**src/rtl/seq_detect_ctrl_if.sv**
```systemverilog
// rtl/seq_detect_ctrl_if.sv - configuration, run control, serial input and status bundle
interface seq_detect_ctrl_if #(
    parameter int PAT_W = 3,
    parameter int CNT_W = 8
);
    logic             i_cfg_we;
    logic [PAT_W-1:0] i_cfg_pattern;
    logic             i_cfg_overlap;
    logic [CNT_W-1:0] i_cfg_target;
    logic [CNT_W-1:0] i_cfg_timeout;
    logic             i_start;
    logic             i_abort;
    logic             i_in;
    logic             i_in_valid;
    logic             o_out;
    logic [CNT_W-1:0] o_match_cnt;
    logic             o_busy;
    logic             o_done;
    logic             o_timeout;

    modport master (
        output i_cfg_we, i_cfg_pattern, i_cfg_overlap, i_cfg_target, i_cfg_timeout,
        output i_start, i_abort, i_in, i_in_valid,
        input  o_out, o_match_cnt, o_busy, o_done, o_timeout
    );

    modport slave (
        input  i_cfg_we, i_cfg_pattern, i_cfg_overlap, i_cfg_target, i_cfg_timeout,
        input  i_start, i_abort, i_in, i_in_valid,
        output o_out, o_match_cnt, o_busy, o_done, o_timeout
    );
endinterface

```
**src/rtl/seq_detect_ctrl.sv**
```systemverilog
// rtl/seq_detect_ctrl.sv - run controller around a serial pattern-match engine
module seq_detect_ctrl #(
    parameter int PAT_W = 3,
    parameter int CNT_W = 8
) (
    input  logic            i_clk,
    input  logic            i_rst,
    seq_detect_ctrl_if.slave bus
);
    localparam int FILL_W = $clog2(PAT_W + 1);
    localparam logic [FILL_W-1:0] FILL_FULL = FILL_W'(PAT_W);

    typedef enum logic {ST_IDLE, ST_RUN} state_t;

    state_t           r_state, w_state_next;
    logic [PAT_W-1:0] r_pattern, w_pattern_next;
    logic             r_overlap, w_overlap_next;
    logic [CNT_W-1:0] r_target, w_target_next;
    logic [CNT_W-1:0] r_tmo_limit, w_tmo_limit_next;
    logic [PAT_W-1:0] r_hist, w_hist_next;
    logic [FILL_W-1:0] r_fill, w_fill_next;
    logic [CNT_W-1:0] r_idle_cnt, w_idle_cnt_next;
    logic [CNT_W-1:0] r_match_cnt, w_match_cnt_next;
    logic             r_out, w_out_next;
    logic             r_done, w_done_next;
    logic             r_timeout, w_timeout_next;

    logic [PAT_W-1:0]  w_hist_sh;
    logic [FILL_W-1:0] w_fill_sh;
    logic              w_hit;
    logic [CNT_W-1:0]  w_cnt_inc;
    logic [CNT_W-1:0]  w_idle_inc;

    // Candidate values if the current bit is shifted in; the FSM decides whether to commit them.
    assign w_hist_sh  = {r_hist[PAT_W-2:0], bus.i_in};
    assign w_fill_sh  = (r_fill == FILL_FULL) ? FILL_FULL : r_fill + FILL_W'(1);
    assign w_hit      = bus.i_in_valid && (w_fill_sh == FILL_FULL) && (w_hist_sh == r_pattern);
    assign w_cnt_inc  = (&r_match_cnt) ? r_match_cnt : r_match_cnt + CNT_W'(1);
    assign w_idle_inc = (&r_idle_cnt) ? r_idle_cnt : r_idle_cnt + CNT_W'(1);

    always_comb begin
        w_state_next     = r_state;
        w_pattern_next   = r_pattern;
        w_overlap_next   = r_overlap;
        w_target_next    = r_target;
        w_tmo_limit_next = r_tmo_limit;
        w_hist_next      = r_hist;
        w_fill_next      = r_fill;
        w_idle_cnt_next  = r_idle_cnt;
        w_match_cnt_next = r_match_cnt;
        w_out_next       = 1'b0;
        w_done_next      = 1'b0;
        w_timeout_next   = 1'b0;
        case (r_state)
            ST_IDLE: begin
                if (bus.i_cfg_we) begin
                    w_pattern_next   = bus.i_cfg_pattern;
                    w_overlap_next   = bus.i_cfg_overlap;
                    w_target_next    = bus.i_cfg_target;
                    w_tmo_limit_next = bus.i_cfg_timeout;
                end
                if (bus.i_start) begin
                    w_match_cnt_next = '0;
                    w_hist_next      = '0;
                    w_fill_next      = '0;
                    w_idle_cnt_next  = '0;
                    w_state_next     = ST_RUN;
                end
            end
            ST_RUN: begin
                if (bus.i_abort) begin
                    w_state_next = ST_IDLE;
                end else begin
                    if (bus.i_in_valid) begin
                        w_hist_next = w_hist_sh;
                        w_fill_next = (w_hit && !r_overlap) ? '0 : w_fill_sh;
                    end
                    // A hit clears the idle counter, so done always wins over timeout.
                    if (w_hit) begin
                        w_match_cnt_next = w_cnt_inc;
                        w_idle_cnt_next  = '0;
                        w_out_next       = 1'b1;
                        if ((r_target != '0) && (w_cnt_inc == r_target)) begin
                            w_done_next  = 1'b1;
                            w_state_next = ST_IDLE;
                        end
                    end else if (bus.i_in_valid) begin
                        w_idle_cnt_next = w_idle_inc;
                        if ((r_tmo_limit != '0) && (w_idle_inc == r_tmo_limit)) begin
                            w_timeout_next = 1'b1;
                            w_state_next   = ST_IDLE;
                        end
                    end
                end
            end
            default: w_state_next = ST_IDLE;
        endcase
    end

    always_ff @(posedge i_clk) begin
        if (i_rst) begin
            r_state     <= ST_IDLE;
            r_pattern   <= '0;
            r_overlap   <= 1'b1;
            r_target    <= '0;
            r_tmo_limit <= '0;
            r_hist      <= '0;
            r_fill      <= '0;
            r_idle_cnt  <= '0;
            r_match_cnt <= '0;
            r_out       <= 1'b0;
            r_done      <= 1'b0;
            r_timeout   <= 1'b0;
        end else begin
            r_state     <= w_state_next;
            r_pattern   <= w_pattern_next;
            r_overlap   <= w_overlap_next;
            r_target    <= w_target_next;
            r_tmo_limit <= w_tmo_limit_next;
            r_hist      <= w_hist_next;
            r_fill      <= w_fill_next;
            r_idle_cnt  <= w_idle_cnt_next;
            r_match_cnt <= w_match_cnt_next;
            r_out       <= w_out_next;
            r_done      <= w_done_next;
            r_timeout   <= w_timeout_next;
        end
    end

    assign bus.o_out       = r_out;
    assign bus.o_match_cnt = r_match_cnt;
    assign bus.o_busy      = (r_state == ST_RUN);
    assign bus.o_done      = r_done;
    assign bus.o_timeout   = r_timeout;
endmodule

```
**src/flat_wrapper.sv**
```systemverilog
// flat-port wrapper written by rule: the top's interface ports become plain ports
module seq_detect_ctrl_flat 
#(
    parameter int PAT_W = 3,
    parameter int CNT_W = 8
)
  (i_clk, i_rst, bus_i_cfg_we, bus_i_cfg_pattern, bus_i_cfg_overlap, bus_i_cfg_target, bus_i_cfg_timeout, bus_i_start, bus_i_abort, bus_i_in, bus_i_in_valid, bus_o_out, bus_o_match_cnt, bus_o_busy, bus_o_done, bus_o_timeout);
  seq_detect_ctrl_if #(.PAT_W(PAT_W), .CNT_W(CNT_W)) bus_i ();
  input  logic i_clk;
  input  logic i_rst;
  input wire logic [$bits(bus_i.i_cfg_we)-1:0] bus_i_cfg_we;
  input wire logic [$bits(bus_i.i_cfg_pattern)-1:0] bus_i_cfg_pattern;
  input wire logic [$bits(bus_i.i_cfg_overlap)-1:0] bus_i_cfg_overlap;
  input wire logic [$bits(bus_i.i_cfg_target)-1:0] bus_i_cfg_target;
  input wire logic [$bits(bus_i.i_cfg_timeout)-1:0] bus_i_cfg_timeout;
  input wire logic [$bits(bus_i.i_start)-1:0] bus_i_start;
  input wire logic [$bits(bus_i.i_abort)-1:0] bus_i_abort;
  input wire logic [$bits(bus_i.i_in)-1:0] bus_i_in;
  input wire logic [$bits(bus_i.i_in_valid)-1:0] bus_i_in_valid;
  output wire logic [$bits(bus_i.o_out)-1:0] bus_o_out;
  output wire logic [$bits(bus_i.o_match_cnt)-1:0] bus_o_match_cnt;
  output wire logic [$bits(bus_i.o_busy)-1:0] bus_o_busy;
  output wire logic [$bits(bus_i.o_done)-1:0] bus_o_done;
  output wire logic [$bits(bus_i.o_timeout)-1:0] bus_o_timeout;
  assign bus_i.i_cfg_we = bus_i_cfg_we;
  assign bus_i.i_cfg_pattern = bus_i_cfg_pattern;
  assign bus_i.i_cfg_overlap = bus_i_cfg_overlap;
  assign bus_i.i_cfg_target = bus_i_cfg_target;
  assign bus_i.i_cfg_timeout = bus_i_cfg_timeout;
  assign bus_i.i_start = bus_i_start;
  assign bus_i.i_abort = bus_i_abort;
  assign bus_i.i_in = bus_i_in;
  assign bus_i.i_in_valid = bus_i_in_valid;
  assign bus_o_out = bus_i.o_out;
  assign bus_o_match_cnt = bus_i.o_match_cnt;
  assign bus_o_busy = bus_i.o_busy;
  assign bus_o_done = bus_i.o_done;
  assign bus_o_timeout = bus_i.o_timeout;
  seq_detect_ctrl #(.PAT_W(PAT_W), .CNT_W(CNT_W)) u_core (.i_clk(i_clk), .i_rst(i_rst), .bus(bus_i));
endmodule
```
**config.mk**
```make
export PLATFORM = sky130hd
export DESIGN_NAME = seq_detect_ctrl_flat
export DESIGN_NICKNAME = d
export VERILOG_FILES = /design/src/rtl/seq_detect_ctrl_if.sv /design/src/rtl/seq_detect_ctrl.sv /design/src/flat_wrapper.sv
export SDC_FILE = /design/constraint.sdc
export NUM_CORES = 1
export LEC_CHECK = 0
export BUFFER_PORTS_ARGS = -buffer_cell sky130_fd_sc_hd__buf_2
export CORE_MARGIN = 3
export CORE_UTILIZATION = 25
export DETAILED_ROUTE_END_ITERATION = 10
export SLEW_MARGIN = 25
export SYNTH_ARGS = -nofsm -noshare
export SYNTH_HDL_FRONTEND = slang
export SYNTH_SLANG_ARGS = --single-unit
```
**constraint.sdc**
```tcl
create_clock -name i_clk -period 2.78 [get_ports i_clk]
set_input_delay 0.556 -clock i_clk [delete_from_list [all_inputs] [get_ports i_clk]]
set_output_delay 0.556 -clock i_clk [all_outputs]
set_load 0.02 [all_outputs]
```
==> impl_metrics.csv, run 1 <==
group,metric,value,unit
yosys,syn_inst,308,
sta,final.setup.tns,0,ps
drt,vias_per_cell,4.979,
yosys,ys_ff_latch,44,
floorplanning,fp.dieW,103.8,um
setup_path,cp_num_buf_inv,0,
drt,num_vias,2325,
drt,final_antenna_net_count,0,
sta,slew_violations,0,
sta,period_minus_slack,2351,ps
sta,slew_headroom,50.48,%
sta,fmax,425.3,MHz
worst_hold_path,hold_path.class,"in -> reg",
cts,clk_pin_slew,90,ps
cts,cts_resized,0,
global_routing,globalRouteTotalUtil,10.84,%
cts,post_cts_buffers,0,
flow_run,max_cap_violations,0,
finish,syn_to_final_growth,16.18,%
floorplanning,die_area,10770,um^2
cts,postCtsHoldBufs,0,
sta,rsz0062_at_grt,"false",
yosys,synth.avg_cell_area,7.759,um^2
sta,fin_crit_sh,84.58,%
finish,nets,366,
sta,hold_violations,0,
setup_path,path_delay_family,"simple AND/OR/NAND/NOR gates",
cts,cts-buffers-inserted,5,
floorplanning,core_area,9284,um^2
yosys,yosysWarnings,0,
sta,setup-violations-final,0,
placement,place_area,2679,um^2
setup_path,required,2950,ps
finish,antenna_cells,0,
yosys,synth_common_cells,"56 x nand2_1, 45 x a21oi_1, 44 x dfxtp_1, 16 x nor2_1, 13 x clkbuf_1",
setup_path,end_kind,"register",
global_routing,grt_pass1_wl,9.804,mm
setup_path,cp_cell_sequence,"ha_1 > and4_1 > nand4_1 > a221o_1 > o2bb2ai_1 > nor4_1 > o22ai_1",
sta,worst_slack,428.6,ps
drt,drc,0,
global_routing,grt_max_degree,37,
yosys,synthFlopType,"dfxtp_1",
finish,finalInstanceArea,2776,um^2
sta,clock_skew,6.492,ps
finish,final_util,29.91,%
yosys,syn-cell-area,2390,um^2
cts,htreeDepth,2,
yosys,synth_edf_count,0,
drt,drt_wl_total,6.087,mm
placement,place.gp.congestion,0.8811,
placement,preCtsSetupSlack,465.4,ps
setup_path,path_class,"reg -> reg",
yosys,synthTopCellsByArea,"dfxtp_1 37%, a21oi_1 9.4%, nand2_1 8.8%",
placement,port_buffers,38,
setup_path,arrival,2520,ps
yosys,syn-num-nets,337,
cts,insertion_delay,300,ps
floorplanning,start_util,25.74,%
yosys,async_flop_share,0,%
setup_path,cp-start-kind,"register",
global_routing,grt_pass1_vias,2060,
power_and_ir_drop,pwr_density_cell,452.4,nW/um^2
global_routing,grt_antenna_before_repair,0,
cts,clock_sinks,44,
drt,post_drt_wl_per_cell,13.03,um
cts,clk_path_buf_depth,2,
floorplanning,io_pins,39,
yosys,ys_seq_area_share,36.86,%
setup_path,slowest_stage,"dfxtp_1",
drt,drt_iter0_drc,142,
power_and_ir_drop,p_total,1.256,mW
yosys,synth_top_area_share,36.86,%
power_and_ir_drop,ir_worst_vdd,0.2154,mV
setup_path,max_stage_delay,430,ps
cts,cts_tree,"yes",
power_and_ir_drop,power_leakage,1.027,nW
placement,dp_hpwl,4.566,mm
finish,drive_gt1_share,17.46,%
floorplanning,rows,35,
sta,worst_pin_slew,742.7,ps
run_status,outcome,"finished, final reports clean",
drt,drtPass1Iterations,4,
floorplanning,die_h,103.8,um
cts,root_buffer,"clkbuf_8",
yosys,synth_cell_types,50,
setup_path,worst-path-max-fanout,9,
global_routing,grt_overflow_total,0,
yosys,synth.most_common_cell,"nand2_1",
yosys,synth.largest_area_cell,"dfxtp_1",
-- layout by cell type, fill, tap and decap left out, types with 7 or more instances in the layout --
cell	netlist	layout
dfxtp_1	44	44
nand2_1	56	56
o21ai_0	9	9
xnor2_1	9	9
a21oi_1	45	45
xor2_1	8	8
buf_2	5	38
nor2_1	16	16
nand3_1	12	12
nor3_1	7	7
-- metrics by stage --
stage / hold slack [ps] / cells
2_1_floorplan: 432.5 / 308
3_3_place_gp: 457.8 / 459
3_5_place_dp: 464.2 / 459
4_1_cts: 457.9 / 467
5_1_grt: 477.1 / 467
6_report: 464.7 / 467
-- final cells by class --
| cell class | count | area (um^2) |
|---|---|---|
| clock buffer | 6 | 82.58 |
| clock inverter | 2 | 15.01 |
| fill | 1035 | 6507 |
| inverter | 4 | 15.01 |
| multi-input combinational | 241 | 1409 |
| sequential | 44 | 880.8 |
| tap | 129 | 161.4 |
| timing repair buffer | 41 | 212.7 |
-- final timing paths --
check | start | endpoint | slack (ps) | depth (start not counted)
setup / recovery | u_core.r_idle_cnt[0] | u_core.bus.o_busy | 430 | 7
hold / removal | bus_i_cfg_overlap | u_core.r_overlap | 460 | 3
setup reg to reg | u_core.r_idle_cnt[0] | u_core.bus.o_busy | 430 | 7
hold reg to reg | u_core.r_pattern[2] | u_core.r_pattern[2] | 470 | 2
-- per-layer routing --
layer | GRT usage [%] | vias up | part of all wire [%]
met5 | 0 | - | 0
met4 | 4.843 | 0 | 2.4
met3 | 1.994 | 11 | 3.9
met1 | 15.25 | 1074 | 51
met2 | 16.12 | 66 | 43
li1 | - | 1174 | -
-- power by group --
group	internal, mW	switching, mW	leakage [nW]
logic	0.0642	0.0844	0.625
clock network	0.201	0.233	0.0434
registers	0.650	0.0221	0.358
-- flip-flops by register name, summed over array words and instances, names as in the netlist --
name / cells
u_core.bus.o_match_cnt: 8
u_core.r_target: 8
u_core.bus.o_busy: 1
u_core.r_tmo_limit: 8
u_core.r_hist: 2
u_core.bus.o_out: 1
u_core.r_pattern: 3
u_core.r_fill: 2
u_core.r_idle_cnt: 8
u_core.bus.o_done: 1
u_core.bus.o_timeout: 1
u_core.r_overlap: 1
-- logic make-up after synthesis --
group | count (synthesis) | synth area share (%)
flip-flops | 44 | 36.86
buffers and inverters | 23 | 4.188
AO/OA/AOI/OAI | 88 | 22.98
adder cells (fa/ha/maj) | 2 | 1.047
XOR/XNOR | 17 | 6.231
AND/OR/NAND/NOR | 132 | 27.75
multiplexers | 2 | 0.9423
-- worst register-to-register path, stage by stage, from the launching register on --
cell,delay [ps]
dfxtp_1,430
ha_1,330
and4_1,340
nand4_1,190
a221o_1,360
o2bb2ai_1,150
nor4_1,300
o22ai_1,120
No activity file was read; power rests on OpenSTA's default activity.
==> inputs of run 2 (changes only) <==
- ABC_AREA: not set -> 1
- clock period: 2.78 -> 2.4 ns (I/O delays scaled with it)
==> impl_metrics.csv, run 2 <==
group,metric,value,unit
setup_path,path_class,"reg -> reg",
setup_path,cp_cell_sequence,"ha_1 > nand2_2 > nor2_4 > nand2_2 > nand2_1 > xor2_1 > nand3_1 > nor2_1 > nand3_1 > nand3_2 > a21oi_2",
yosys,ys_seq_area_share,36.40,%
setup_path,crit_start,"u_core.bus.o_match_cnt[0]",
power_and_ir_drop,ir_worst_vdd,0.2581,mV
finish,syn_to_final_growth,20.06,%
floorplanning,start_util,25.94,%
placement,dp_hpwl,5.175,mm
sta,setup-violations-final,0,
placement,place_inst,532,
placement,preCtsSetupSlack,433.3,ps
setup_path,max_stage_delay,450,ps
yosys,synth_cell_types,27,
sta,slew_violations,0,
drt,post_drt_wl_per_cell,11.91,um
sta,hold_violations,0,
drt,drt_wl_total,6.430,mm
finish,seq_area,880.8,um^2
floorplanning,fp.dieW,104.4,um
sta,slew_headroom,68.89,%
sta,period_minus_slack,1988,ps
sta,fin_crit_sh,82.83,%
placement,place.gp.congestion,0.9040,
sta,clock_skew,7.327,ps
floorplanning,rows,35,
drt,num_vias,2459,
yosys,ys_ff_latch,44,
cts,clk_path_buf_depth,2,
drt,final_antenna_net_count,0,
finish,nets,439,
setup_path,slowest_stage,"dfxtp_1",
yosys,async_flop_share,0,%
finish,multi_input_area,1336,um^2
finish,layout_commonest_cell,"nand2_1",
yosys,synthFlopType,"dfxtp_1",
cts,cts_resized,0,
global_routing,grt_overflow_total,0,
cts,clock_sinks,44,
drt,vias_per_cell,4.554,
setup_path,worst-path-max-fanout,10,
finish,layout_common_cells,"93 x nand2_1, 44 x inv_1, 44 x dfxtp_1, 40 x nand3_1, 38 x buf_2",
yosys,synth_common_cells,"93 x nand2_1, 44 x dfxtp_1, 44 x inv_1, 40 x nand3_1, 37 x nor2_1",
sta,worst_slack,412.2,ps
yosys,syn-num-nets,396,
yosys,syn_inst,367,
global_routing,grt_pass1_vias,2386,
floorplanning,io_pins,39,
cts,root_buffer,"clkbuf_8",
setup_path,reg2reg_from,"u_core.bus.o_match_cnt[0]",
sta,final.setup.tns,0,ps
finish,layoutNonFillerInstCount,540,
run_status,outcome,"finished, final reports clean",
global_routing,globalRouteTotalUtil,12.00,%
finish,fillers,1009,
cts,insertion_delay,300,ps
sta,fmax,503.1,MHz
setup_path,required,2580,ps
drt,drt_iter0_drc,148,
drt,drc,0,
global_routing,grt_pass1_wl,10.94,mm
drt,drtPass1Iterations,4,
cts,cts_tree,"yes",
yosys,yosysWarnings,0,
flow_run,max_cap_violations,0,
global_routing,grt_max_degree,15,
finish,drive_gt1_share,16.79,%
power_and_ir_drop,power_leakage,1.255,nW
cts,clk_pin_slew,80,ps
yosys,synth.most_common_cell,"nand2_1",
yosys,synth.largest_area_cell,"dfxtp_1",
worst_hold_path,hold_path.class,"in -> reg",
cts,postCtsHoldBufs,0,
cts,post_cts_buffers,0,
finish,antenna_cells,0,
sta,worst_pin_slew,465.5,ps
global_routing,grt_antenna_before_repair,0,
floorplanning,die_h,104.4,um
yosys,synth_top_area_share,36.40,%
setup_path,end_kind,"register",
yosys,syn-cell-area,2420,um^2
cts,htreeDepth,2,
yosys,synth.avg_cell_area,6.594,um^2
cts,cts-buffers-inserted,5,
setup_path,cp-start-kind,"register",
floorplanning,core_area,9328,um^2
floorplanning,die_area,10900,um^2
yosys,synthTopCellsByArea,"dfxtp_1 36%, nand2_1 14%, nand3_1 8.3%",
worst_hold_path,hp-start,"bus_i_cfg_overlap",
setup_path,arrival,2170,ps
sta,rsz0062_at_grt,"false",
yosys,synth_edf_count,0,
placement,port_buffers,38,
power_and_ir_drop,pwr_density_cell,552.0,nW/um^2
-- run 2: changes by cell type after synthesis, sizes merged, moves of 20 or more --
cell	previous run	this run
nand3	12	42
nand2	56	100
o21ai	9	31
nor2	16	41
a21oi	45	25
inv	4	44
-- run 2: report_power, final --
group / total, mW / leakage (nW) / switching, mW / internal [mW]
logic: 0.198 / 0.831 / 0.122 / 0.0762
registers: 0.785 / 0.360 / 0.0253 / 0.760
clock network: 0.620 / 0.0645 / 0.253 / 0.367
-- run 2: worst max-delay path, delay by kind of cell (launching register included) --
| kind | cells | cell delay, ps |
|---|---|---|
| flip-flops | 1 | 450 |
| XOR/XNOR | 1 | 170 |
| adder cells (fa/ha/maj) | 1 | 240 |
| AO/OA/AOI/OAI | 1 | 50 |
| AND/OR/NAND/NOR | 8 | 970 |
-- run 2: layout make-up --
class                   count  area share [%]
well taps                 129           5.556
multi-input cells         271           45.99
clock buffers               7           3.316
repair buffers             44           8.096
flip-flops and latches     44           30.32
clock inverters             1           1.034
inverters                  44           5.685
-- run 2: worst paths after layout --
kind | slack, ps | to | cells after the start
setup / recovery | 410 | u_core.bus.o_busy | 11
hold / removal | 390 | u_core.r_overlap | 3
setup reg to reg | 410 | u_core.bus.o_busy | 11
hold reg to reg | 480 | u_core.r_overlap | 2
-- run 2: cells by family after synthesis --
logic type,synth area share [%]
fa+ha+maj,1.034
compound gates,14.01
buf+inv,8.377
flops,36.40
xor+xnor,2.534
simple gates,37.64
-- run 2: per-layer routing --
metal | track usage, % | vias to the layer above | routed length, um
li1 | - | 1287 | -
met5 | 0 | - | 0
met2 | 17.44 | 61 | 2595
met4 | 3.894 | 0 | 75
met1 | 17.54 | 1106 | 3436
met3 | 2.483 | 5 | 323
-- run 2: stage by stage --
step / util [%] / total power, mW / instance area [um^2] / hold slack, ps
2_1_floorplan: - / 0.9262 / 2420 / 436.5
3_3_place_gp: 29.79 / 0.9964 / 2779 / 449.1
3_5_place_dp: 29.79 / 0.9975 / 2779 / 456.9
4_1_cts: 31.15 / 1.618 / 2905 / 377.4
5_1_grt: 31.15 / 1.683 / 2905 / 400.3
6_report: 31.15 / 1.604 / 2905 / 387.9
==> inputs of run 3 (changes only) <==
- ABC_AREA: 1 -> 0
- clock period: 2.4 -> 1.95 ns (I/O delays scaled with it)
==> impl_metrics.csv, run 3 (synthesized netlist as in run 1, its figures left out) <==
group,metric,value,unit
run_status,outcome,"finished, violations left",
run_status,violations,"negative setup slack",
setup_path,crit_start,"u_core.r_idle_cnt[0]",
sta,fin_crit_sh,100.9,%
drt,drt_wl_total,6.628,mm
sta,period_minus_slack,1967,ps
global_routing,grt_overflow_total,0,
sta,hold_violations,0,
setup_path,timing.rr.end,"u_core.bus.o_busy",
finish,drive_gt1_share,27.91,%
floorplanning,core_area,9284,um^2
finish,finalInstanceArea,3090,um^2
drt,drtPass1Iterations,4,
sta,final.setup.tns,-17.34,ps
floorplanning,fp.dieW,103.8,um
cts,clock_sinks,44,
cts,insertion_delay,300,ps
finish,multi_input_area,1469,um^2
setup_path,worst-path-max-fanout,6,
sta,setup-violations-final,1,
cts,htreeDepth,2,
sta,worst_slack,-17.34,ps
sta,slew_violations,0,
cts,clk_pin_slew,90,ps
floorplanning,rows,35,
global_routing,grt_antenna_before_repair,0,
floorplanning,io_pins,39,
placement,dp_hpwl,5.063,mm
finish,fillers,1037,
finish,seq_area,892.1,um^2
placement,port_buffers,38,
placement,place.gp.congestion,0.9275,
power_and_ir_drop,p_sw,0.4782,mW
sta,fmax,508.3,MHz
cts,cts-buffers-inserted,5,
cts,clk_path_buf_depth,2,
power_and_ir_drop,swShare,25.26,%
setup_path,required,2130,ps
cts,root_buffer,"clkbuf_8",
power_and_ir_drop,clkPwrFrac,37.0,%
global_routing,grt_pass1_wl,11.15,mm
setup_path,r2r.worst_path.cells,7,
setup_path,cp-start-kind,"register",
setup_path,reg2reg_from,"u_core.r_idle_cnt[0]",
power_and_ir_drop,power_leakage,1.194,nW
floorplanning,die_area,10770,um^2
power_and_ir_drop,ir_worst_vdd,0.4154,mV
sta,rsz0062_at_grt,"true",
setup_path,path_delay_family,"compound AO/OA/AOI/OAI gates",
placement,place_inst,490,
power_and_ir_drop,combinationalPowerShare,12.5,%
setup_path,max_stage_delay,360,ps
sta,slew_headroom,50.25,%
global_routing,grt_max_degree,21,
power_and_ir_drop,seqPwrFrac,50.5,%
placement,place_area,2945,um^2
setup_path,arrival,2150,ps
worst_hold_path,hold_path.class,"in -> reg",
power_and_ir_drop,pwr_density_cell,612.7,nW/um^2
drt,num_vias,2435,
floorplanning,die_h,103.8,um
finish,layout_commonest_cell,"nand2_1",
drt,drc,0,
finish,layoutNonFillerInstCount,498,
global_routing,globalRouteTotalUtil,12.33,%
sta,clock_skew,11.25,ps
sta,worst_pin_slew,746.3,ps
floorplanning,start_util,25.74,%
power_and_ir_drop,p_int,1.415,mW
flow_run,max_cap_violations,0,
drt,drt_iter0_drc,164,
worst_hold_path,hp-start,"bus_i_cfg_overlap",
finish,layout_common_cells,"56 x nand2_1, 44 x a21oi_1, 38 x buf_2, 37 x dfxtp_1, 34 x buf_4",
cts,postCtsHoldBufs,0,
drt,vias_per_cell,4.890,
finish,final_util,33.29,%
finish,syn_to_final_growth,29.32,%
cts,cts_tree,"yes",
worst_hold_path,hold_end,"u_core.r_overlap",
worst_hold_path,min_path_cells,3,
setup_path,reg2reg_slack,-20,ps
drt,post_drt_wl_per_cell,13.31,um
drt,final_antenna_net_count,0,
setup_path,path_class,"reg -> reg",
finish,nets,397,
setup_path,cp_num_buf_inv,0,
setup_path,cp_cell_sequence,"ha_4 > and4_2 > a21o_1 > a221o_1 > o2bb2ai_1 > nor4_1 > o22ai_1",
setup_path,slowest_stage,"dfxtp_2",
global_routing,grt_pass1_vias,2345,
finish,antenna_cells,0,
setup_path,end_kind,"register",
==> run 3: layout make-up <==
cell class,instances,area share [%]
multi-input cells,241,47.53
clock inverters,2,1.134
clock buffers,6,2.348
well taps,129,5.223
flip-flops and latches,44,28.87
repair buffers,72,14.41
inverters,4,0.4858
==> run 3: worst max path at each step <==
stage	endpoint	slack (ps)	cells after the start
after floorplan	u_core.bus.o_busy	4	7
after global placement	u_core.bus.o_busy	-100	7
after detailed placement	u_core.bus.o_busy	-50	7
after CTS	u_core.bus.o_busy	7	6
after global routing	u_core.bus.o_busy	-110	7
final	u_core.bus.o_busy	-20	7
==> run 3: stage by stage <==
step	power (mW)	hold WS [ps]	worst slack [ps]
after floorplan	1.121	432.5	3.845
after global placement	1.203	456.0	-98.10
after detailed placement	1.203	458.4	-52.40
after CTS	1.904	297.4	7.482
after global routing	1.973	310.6	-108.4
final	1.894	306.9	-17.34
==> run 3: worst register-to-register path: stages (launching register included) <==
cell       delay, ps
dfxtp_2          360
ha_4             160
and4_2           270
a21o_1           200
a221o_1          340
o2bb2ai_1        150
nor4_1           240
o22ai_1          130
==> run 3: metal layers <==
layer	routed length [um]	global-route usage, %	vias up	part of all wire [%]
li1	-	-	1233	-
met1	3273	17.34	1109	49
met2	2919	18.64	80	44
met3	327	2.305	13	4.9
met4	108	4.843	0	1.6
met5	0	0	-	0
==> run 3: power by group through the flow <==
stage	logic [mW]	registers, mW	clock network (mW)
final	0.236	0.956	0.701
after global routing	0.266	0.961	0.745
after CTS	0.228	0.956	0.721
after detailed placement	0.226	0.977	0
after global placement	0.226	0.976	0
after floorplan	0.149	0.972	0
==> run 3: repair_timing <==
action                                  CTS  global route
buffers inserted                          0             0
endpoints found under the setup margin    2             7
gates resized for setup                   5             5
endpoints found under the hold margin     0             0
pin swaps                                 1             1
